--- src/rtl/reg_dest_queue_pkg.sv ---
// Shared constants for register-destination selection and queueing.
// Select codes and the default fixed indices used by the datapath.
package reg_dest_queue_pkg;

    localparam logic [2:0] SEL_RT = 3'd0;
    localparam logic [2:0] SEL_RS = 3'd1;
    localparam logic [2:0] SEL_SP = 3'd2;
    localparam logic [2:0] SEL_RA = 3'd3;
    localparam logic [2:0] SEL_RD = 3'd4;

    localparam int unsigned SP_IDX_DEFAULT = 29;
    localparam int unsigned RA_IDX_DEFAULT = 31;

endpackage

--- src/rtl/reg_dest_sel.sv ---
// Combinational mapping from the 3-bit RegDest code to a register index.
// Reserved codes yield index 0 and raise the reserved flag.
module reg_dest_sel
    import reg_dest_queue_pkg::*;
#(
    parameter int unsigned REG_W  = 5,
    parameter int unsigned SP_IDX = SP_IDX_DEFAULT,
    parameter int unsigned RA_IDX = RA_IDX_DEFAULT
) (
    input  logic [2:0]       sel,
    input  logic [REG_W-1:0] rt,
    input  logic [REG_W-1:0] rs,
    input  logic [REG_W-1:0] rd,
    output logic [REG_W-1:0] idx,
    output logic             reserved
);

    always_comb begin
        idx      = '0;
        reserved = 1'b0;
        case (sel)
            SEL_RT:  idx = rt;
            SEL_RS:  idx = rs;
            SEL_SP:  idx = REG_W'(SP_IDX);
            SEL_RA:  idx = REG_W'(RA_IDX);
            SEL_RD:  idx = rd;
            default: reserved = 1'b1;
        endcase
    end

endmodule

--- src/rtl/reg_dest_queue.sv ---
// In-order queue of pending register-write destinations with RAW-hazard
// flags against two source indices.
module reg_dest_queue
    import reg_dest_queue_pkg::*;
#(
    parameter int unsigned REG_W  = 5,
    parameter int unsigned OUT_W  = 32,
    parameter int unsigned DEPTH  = 4,
    parameter int unsigned SP_IDX = SP_IDX_DEFAULT,
    parameter int unsigned RA_IDX = RA_IDX_DEFAULT
) (
    input  logic                         clk,
    input  logic                         reset,
    input  logic [2:0]                   RegDest,
    input  logic [REG_W-1:0]             rt,
    input  logic [REG_W-1:0]             rs,
    input  logic [REG_W-1:0]             rd,
    input  logic                         push,
    input  logic                         pop,
    input  logic [REG_W-1:0]             src_a,
    input  logic [REG_W-1:0]             src_b,
    output logic [OUT_W-1:0]             dest_out,
    output logic                         dest_valid,
    output logic                         hazard_a,
    output logic                         hazard_b,
    output logic [$clog2(DEPTH+1)-1:0]   count,
    output logic                         full,
    output logic                         empty,
    output logic                         overflow,
    output logic                         underflow,
    output logic                         bad_sel
);

    localparam int unsigned CW = $clog2(DEPTH + 1);
    localparam int unsigned PW = $clog2(DEPTH);

    logic [REG_W-1:0] sel_idx;
    logic             sel_reserved;

    logic [REG_W-1:0] mem_q [DEPTH];
    logic [DEPTH-1:0] valid_q;
    logic [PW-1:0]    wr_ptr_q, rd_ptr_q;
    logic [CW-1:0]    count_q;
    logic             overflow_q, underflow_q, bad_sel_q;

    logic is_full, is_empty, push_ok, pop_ok;

    reg_dest_sel #(
        .REG_W  (REG_W),
        .SP_IDX (SP_IDX),
        .RA_IDX (RA_IDX)
    ) u_sel (
        .sel      (RegDest),
        .rt       (rt),
        .rs       (rs),
        .rd       (rd),
        .idx      (sel_idx),
        .reserved (sel_reserved)
    );

    assign is_full  = (count_q == CW'(DEPTH));
    assign is_empty = (count_q == '0);
    assign pop_ok   = pop && !is_empty;
    // A full queue still accepts a push when the oldest entry leaves this cycle.
    assign push_ok  = push && (!is_full || pop_ok);

    always_ff @(posedge clk or posedge reset) begin
        if (reset) begin
            for (int i = 0; i < int'(DEPTH); i++) mem_q[i] <= '0;
            valid_q     <= '0;
            wr_ptr_q    <= '0;
            rd_ptr_q    <= '0;
            count_q     <= '0;
            overflow_q  <= 1'b0;
            underflow_q <= 1'b0;
            bad_sel_q   <= 1'b0;
        end else begin
            overflow_q  <= push && !push_ok;
            underflow_q <= pop && is_empty;
            bad_sel_q   <= push && sel_reserved;

            // Clear before set: when full, push and pop target the same slot.
            if (pop_ok) begin
                valid_q[rd_ptr_q] <= 1'b0;
                rd_ptr_q <= (rd_ptr_q == PW'(DEPTH - 1)) ? '0 : rd_ptr_q + PW'(1);
            end
            if (push_ok) begin
                mem_q[wr_ptr_q]   <= sel_idx;
                valid_q[wr_ptr_q] <= 1'b1;
                wr_ptr_q <= (wr_ptr_q == PW'(DEPTH - 1)) ? '0 : wr_ptr_q + PW'(1);
            end

            if (push_ok && !pop_ok)      count_q <= count_q + CW'(1);
            else if (pop_ok && !push_ok) count_q <= count_q - CW'(1);
        end
    end

    always_comb begin
        hazard_a = 1'b0;
        hazard_b = 1'b0;
        for (int i = 0; i < int'(DEPTH); i++) begin
            if (valid_q[i] && mem_q[i] == src_a && src_a != '0) hazard_a = 1'b1;
            if (valid_q[i] && mem_q[i] == src_b && src_b != '0) hazard_b = 1'b1;
        end
    end

    always_comb begin
        dest_out = '0;
        if (!is_empty) dest_out = {{(OUT_W - REG_W){1'b0}}, mem_q[rd_ptr_q]};
    end

    assign dest_valid = !is_empty;
    assign count      = count_q;
    assign full       = is_full;
    assign empty      = is_empty;
    assign overflow   = overflow_q;
    assign underflow  = underflow_q;
    assign bad_sel    = bad_sel_q;

endmodule

--- config.mk ---
export PLATFORM = sky130hd
export DESIGN_NAME = reg_dest_queue
export DESIGN_NICKNAME = d
export VERILOG_FILES = /design/src/rtl/reg_dest_queue_pkg.sv /design/src/rtl/reg_dest_sel.sv /design/src/rtl/reg_dest_queue.sv
export SDC_FILE = /design/constraint.sdc
export NUM_CORES = 1
export LEC_CHECK = 0
export CAP_MARGIN = 40
export CORE_ASPECT_RATIO = 1.25
export CORE_UTILIZATION = 43
export DETAILED_ROUTE_END_ITERATION = 6
export GPL_TIMING_DRIVEN = 0
export PLACE_DENSITY = 0.79
export REMOVE_ABC_BUFFERS = 1
export SYNTH_ARGS = -nofsm -noshare
export SYNTH_HDL_FRONTEND = slang
export SYNTH_SLANG_ARGS = --single-unit
--- constraint.sdc ---
create_clock -name clk -period 2.4 [get_ports clk]
set_input_delay 0.48 -clock clk [delete_from_list [all_inputs] [get_ports clk]]
set_output_delay 0.48 -clock clk [all_outputs]
set_load 0.005 [all_outputs]
==> results of run 1 <==
-- flip-flops by register name, summed over array words and instances, names as in the netlist --
| name | count |
|---|---|
| valid_q | 4 |
| underflow | 1 |
| mem_q | 20 |
| count | 3 |
| rd_ptr_q | 2 |
| wr_ptr_q | 2 |
| bad_sel | 1 |
| overflow | 1 |
-- final timing paths --
path                            slack (ps)  cells past startpoint          to
worst max-delay path                     6                      7    hazard_b
worst min-delay path                   520                      2  valid_q[2]
worst max register to register         130                      9    count[2]
worst min register to register         520                      2  valid_q[2]
max in group asynchronous             1310                      3   mem_q[17]
min in group asynchronous              560                      2   underflow
-- layout make-up --
class	count	area, sq um	area share, %
clock inverter	2	10.0	0.331
inverter	10	38.8	1.28
sequential	34	856	28.3
multi-input combinational	188	1430	47.3
clock buffer	5	68.8	2.28
tap	64	80.1	2.65
timing repair buffer	55	541	17.9
-- layer usage --
metal,part of all wire (%),GRT usage (%)
met5,0,0
met4,1.5,7.09
met3,3.5,2.31
met2,53,33.4
met1,42,22.7
-- timing repair --
item / 4_1_cts / 5_1_grt
pin swaps: 9 / 4
setup buffers: 4 / 3
hold buffers: 0 / 0
setup endpoints to repair: 8 / 5
resized for setup: 33 / 7
-- stage by stage --
stage | hold WS [ps] | power (mW) | cells | area, sq um | TNS, ps
after floorplan | 465 | 2.12 | 232 | 2290 | 0
after global placement | 503 | 2.69 | 343 | 2850 | -1100
after detailed placement | 503 | 2.76 | 344 | 2870 | -1340
after CTS | 521 | 3.21 | 355 | 2990 | -155
after global routing | 549 | 3.46 | 358 | 3020 | -73.1
final | 518 | 3.23 | 358 | 3020 | 0
-- power breakdown --
part | switching [mW] | total (mW) | internal (mW) | leakage [nW]
sequential | 0.364 | 1.21 | 0.848 | 0.412
combinational | 0.645 | 1.62 | 0.975 | 0.956
clock | 0.206 | 0.401 | 0.195 | 0.0438
total | 1.22 | 3.23 | 2.02 | 1.41
-- cells by family (layout without fill, tap and decap cells) --
kind of cell | count (synthesis) | count (layout)
AND/OR/NAND/NOR | 59 | 59
buffers and inverters | 54 | 72
XOR/XNOR | 43 | 43
flip-flops | 34 | 34
multiplexers | 26 | 26
AO/OA/AOI/OAI | 23 | 23
adder cells (fa/ha/maj) | 10 | 10
other | 1 | 27
-- layout by cell type (no fill, tap or decap), types with 3 or more instances in the layout --
cell type and count:
a21oi_1 8, and2_1 6, buf_4 6, clkbuf_8 5, clkdlybuf4s15_2 5, clkdlybuf4s50_1 32, clkinv_2 3, conb_1 27
dfrtp_1 30, dfrtp_2 4, dlygate4sd2_1 6, ha_1 9, inv_1 9, mux2_2 21, mux4_2 5, nand2_1 21
nand3_1 8, nor2_1 3, nor2b_1 5, nor4_1 5, nor4_2 3, o21a_1 3, o21ai_0 3, o22ai_1 4
xnor2_1 9, xor2_1 34
-- tightest hold or removal path: stages (launching register included) --
cell and delay, ps:
dfrtp_1 370, nand2_1 60, nand2_1 50
==> key figures, run 1 <==
Run status
  • Status: finished, final reports clean

CTS
  • Reg clk slew, reported paths: 70 ps
  • Worst-Skew Late Latency: 280 ps
  • Root Driver: clkbuf_8
  • Clock sinks: 34
  • Num CTS Buffers: 5
  • CTS tree: done
  • Clock buffer depth: 2
  • Htree depth: 2

Worst setup path
  • Worst Setup Start Kind: register
  • Reg-to-reg critical path startpoint: count[0]
  • Delay-heaviest family, CP: simple AND/OR/NAND/NOR gates
  • Worst endpoint required time: 1920 ps
  • Worst-path cell chain: buf_4, xor2_1, nor4_1, nand3_1, nand4_1, o21a_1, dlygate4sd2_1
  • CP Max Fanout: 3
  • CP max stage cell: dfrtp_1
  • CP endpoint kind: output pin
  • WS Path Type: register to output pin
  • Worst path arrival time: 1910 ps
  • Buffers and inverters on the worst path: 2
  • Worst path max stage delay: 420 ps
  • CP Launch Point: mem_q[8]

GRT
  • GRT Overall Usage: 18.6%
  • Initial antenna violation count: 0
  • Largest net degree at the start of global routing: 23
  • Grt total ovfl: 0
  • First-pass GRT wire length: 8.76 mm
  • Vias in the first global route: 1804

Yosys
  • Mux contribution to synthesized area: 14.0%
  • Top_reg_cell synth: dfrtp_1
  • Distinct cells, synth: 33
  • Post-synth EDFFs: 0
  • Syn Area/Cell: 9.94 sq um
  • Post-Synthesis Cell Area: 0.00248 sq mm
  • Post-synth top cells: dfrtp_1 (34), xor2_1 (34), buf_4 (28), mux2_2 (21), nand2_1 (21)
  • Sequential area share after synthesis: 34.2%
  • Adder-Cell Fraction of Synth Area: 5.34%
  • FF+latch count, synth: 34
  • Complex-gate fraction of the synthesized area: 5.64%
  • Synth Area in Simple Gates: 12.3%
  • Ranking of synthesized cells by area: dfrtp_1 (34%), xor2_1 (12%), mux2_2 (9.5%)
  • Post-Synthesis Cells: 250
  • Synth async-reset ratio: 100%
  • Count of warnings emitted by yosys: 0
  • XOR/XNOR share of the synthesized area: 15.2%
  • Yosys top cell area share: 34.2%
  • Post-synth top area cell: dfrtp_1
  • Largest family of logic cells by synthesized area: XOR/XNOR gates

Power and ir drop
  • Maximum VDD drop: 425 uV
  • Pleak: 1.41 nW
  • Pwr Density: 1070 mW/mm^2

STA
  • Final Max Slew Viols: 0
  • Worst Slack Setup Final: 6.21 ps
  • Worst-Margin Slew: 604 ps
  • Skew final: 6.67 ps
  • Period utilisation layout: 99.7%
  • Fmax: 0.418 GHz
  • Slew HR: 59.7%
  • Endpoints failing hold: 0
  • Final setup viols: 0
  • RSZ-0062 raised after global routing: true
  • Final min period: 2390 ps

Die
  • Ports: 75
  • Area of the core: 0.00548 sq mm
  • Die Wd: 70.0 um
  • Initial core utilization: 45.3%
  • Die Area: 0.00609 sq mm
  • Num rows: 30
  • Die Y: 87.0 um

Route
  • Remaining routing DRC violations: 0
  • Via count: 1839
  • Final ANT Viol Nets: 0
  • Vias/cell: 5.14
  • DR pass1 iterations: 4
  • DRT iter0 DRCs: 91
  • Routed WL per cell: 14.9 um
  • Routed WL: 5.35 mm

Final layout
  • Final #Nets: 336
  • Antenna cells: 0
  • # fillers: 492
  • Layout cells sized above 1: 19.4%
  • Post-Route Utilization: 55.2%
  • Layout Area Growth over Synthesis: 21.7%

Worst hold path
  • Worst Hold Class: register to register
  • Hold path startpoint: valid_q[2]

Placed design
  • Port Buffers: 47
  • Pre-CTS WS: -592 ps
  • DPL Wire Length: 4.05 mm
  • RePlAce Congestion: 0.930

Job
  • Max-cap violation count: 0
Power figures use the tool's default switching activity.
==> inputs of run 2 (changes only) <==
- RECOVER_POWER: not set -> 50
==> run 2 against run 1 <==
Clock power is essentially flat. Cell count is the same. Global-route usage is the same. Routed wire length is essentially flat. Clock skew is essentially flat. Largest cell class unchanged. First-iteration DRC count shrank 7.7%. Sequential power is essentially flat. Die area is the same. Critical path depth is the same. Critical path type is now input pin to output pin. Non-clock buffer count is the same. Worst setup slack gained 3.2 ps. Hold slack lost 2.0 ps.
==> key figures, run 2 (synthesized netlist as in run 1, its figures left out) <==
Placed design
  • RePlAce Congestion: 0.930 (unchanged)
  • Port Buffers: 47 (unchanged)
  • Placed Cells incl. Taps: 344 (unchanged)
  • DPL Wire Length: 4.05 mm (unchanged)
  • Placed cell area: 0.00287 sq mm (unchanged)

Die
  • Num rows: 30 (unchanged)
  • Die Wd: 70.0 um (unchanged)
  • Ports: 75 (unchanged)
  • Initial core utilization: 45.3% (unchanged)
  • Area of the core: 0.00548 sq mm (unchanged)
  • Die Area: 0.00609 sq mm (unchanged)
  • Die Y: 87.0 um (unchanged)

Worst hold path
  • Hold path startpoint: valid_q[2] (unchanged)
  • Worst Hold Class: register to register (unchanged)

Route
  • Final ANT Viol Nets: 0 (unchanged)
  • Routed WL per cell: 14.9 um (about the same)
  • Routed WL: 5.35 mm (about the same)
  • Remaining routing DRC violations: 0 (unchanged)
  • Via count: 1843 (was 1839)
  • DR pass1 iterations: 4 (unchanged)
  • DRT iter0 DRCs: 84 (was 91)
  • Vias/cell: 5.15 (was 5.14)

CTS
  • CTS tree: done (unchanged)
  • Num CTS Buffers: 5 (unchanged)
  • Htree depth: 2 (unchanged)
  • Root Driver: clkbuf_8 (unchanged)
  • Reg clk slew, reported paths: 60 ps (was 70 ps)
  • Clock buffer depth: 2 (unchanged)
  • Worst-Skew Late Latency: 280 ps (about the same)
  • Clock sinks: 34 (unchanged)
  • Hold_buf cts: 0 (unchanged)

Job
  • Max-cap violation count: 0 (unchanged)

Worst setup path
  • CP endpoint kind: output pin (unchanged)
  • WS Path Type: input pin to output pin (was register to output pin)
  • R2r setup slk: 130 ps (about the same)
  • CP Launch Point: src_b[4] (was mem_q[8])
  • Worst path arrival time: 1910 ps (about the same)
  • Reg-to-reg critical path startpoint: count[0] (unchanged)
  • Worst endpoint required time: 1920 ps (about the same)
  • CP Max Fanout: 5 (was 3)
  • Worst Setup Start Kind: input pin (was register)

GRT
  • GRT Overall Usage: 18.6% (unchanged)
  • Vias in the first global route: 1804 (unchanged)
  • Grt total ovfl: 0 (unchanged)
  • First-pass GRT wire length: 8.76 mm (unchanged)
  • Largest net degree at the start of global routing: 23 (unchanged)
  • Initial antenna violation count: 0 (unchanged)

Final layout
  • Layout Area Growth over Synthesis: 21.0% (was 21.7%)
  • Post-Route Utilization: 54.9% (was 55.2%)
  • Final #Nets: 336 (unchanged)
  • Max reg flops: 20 (unchanged)
  • Top reg by flops: mem_q (unchanged)
  • Layout cells sized above 1: 19.0% (was 19.4%)
  • Antenna cells: 0 (unchanged)
  • Design Area, Final: 0.00301 sq mm (was 0.00302 sq mm)
  • Final Non-Filler Cells: 358 (unchanged)
  • Commonest non-fill, non-tap cells in the layout: xor2_1 (34), dfrtp_1 (30), clkdlybuf4s50_1 (29) (was xor2_1 (34), clkdlybuf4s50_1 (32), dfrtp_1 (30))
  • Commonest non-fill, non-tap cell in the layout: xor2_1 (unchanged)

STA
  • Period utilisation layout: 99.6% (was 99.7%)
  • Endpoints failing hold: 0 (unchanged)
  • Final setup TNS: 0 ps (unchanged)
  • Final min period: 2390 ps (about the same)
  • Fmax: 0.418 GHz (about the same)
  • Final setup viols: 0 (unchanged)
  • Final Max Slew Viols: 0 (unchanged)
  • Skew final: 7.08 ps (was 6.67 ps)
  • Worst-Margin Slew: 972 ps (was 604 ps)
  • Slew HR: 35.1% (was 59.7%)
  • RSZ-0062 raised after global routing: true (unchanged)

Power and ir drop
  • Pleak: 1.41 nW (about the same)
  • Maximum VDD drop: 425 uV (about the same)
  • Pwr Density: 1070 mW/mm^2 (about the same)

Run status
  • Status: finished, final reports clean (unchanged)
## run 2: cell count changes in the layout (fill, tap and decap cells not counted)
cell / before / now
dlygate4sd3_1: 0 / 3
dlymetal6s2s_1: 2 / 3
clkdlybuf4s50_1: 32 / 29
buf_16: 1 / 0
## run 2: through the flow
stage                     hold WS, ps  total power [mW]  setup WS, ps
after floorplan                   465              2.12           229
after global placement            503              2.69          -528
after detailed placement          503              2.76          -592
after CTS                         521              3.21          -155
after global routing              549              3.46         -73.1
final                             516              3.23          9.45
## run 2: path summary, 6_finish.rpt
path | endpoint | cells past startpoint
max | hazard_b | 7
min | valid_q[2] | 2
max reg2reg | count[2] | 9
min reg2reg | valid_q[2] | 2
max in group asynchronous | mem_q[17] | 3
min in group asynchronous | underflow | 2
## run 2: layout make-up
| cell class | count | area, sq um |
|---|---|---|
| Tap cell | 64 | 80.1 |
| Timing Repair Buffer | 55 | 526 |
| Multi-Input combinational cell | 188 | 1430 |
| Clock inverter | 2 | 10.0 |
| Inverter | 10 | 38.8 |
| Fill cell | 494 | 2470 |
| Sequential cell | 34 | 856 |
| Clock buffer | 5 | 68.8 |
## run 2: where the power goes
| part | switching [mW] | total, mW | internal (mW) | leakage (nW) |
|---|---|---|---|---|
| Combinational | 0.647 | 1.62 | 0.971 | 0.958 |
| Sequential | 0.362 | 1.21 | 0.848 | 0.412 |
| Clock | 0.204 | 0.398 | 0.195 | 0.0438 |
## run 2: timing repair
item	CTS	global route
buffers inserted	4	3
endpoints found under the setup margin	8	5
pin swaps	9	4
resized for setup	33	7
## run 2: metal layers
metal	share of wire, %	GRT usage (%)
met5	0	0
met4	1.4	7.09
met3	3.6	2.31
met2	53	33.4
met1	42	22.7
## run 2: critical path, stage by stage
cell and delay (ps):
dlygate4sd2_1 310, xor2_1 170, nor4_1 350, nand3_1 160, nand4_1 110, o21a_1 110
dlygate4sd2_1 220
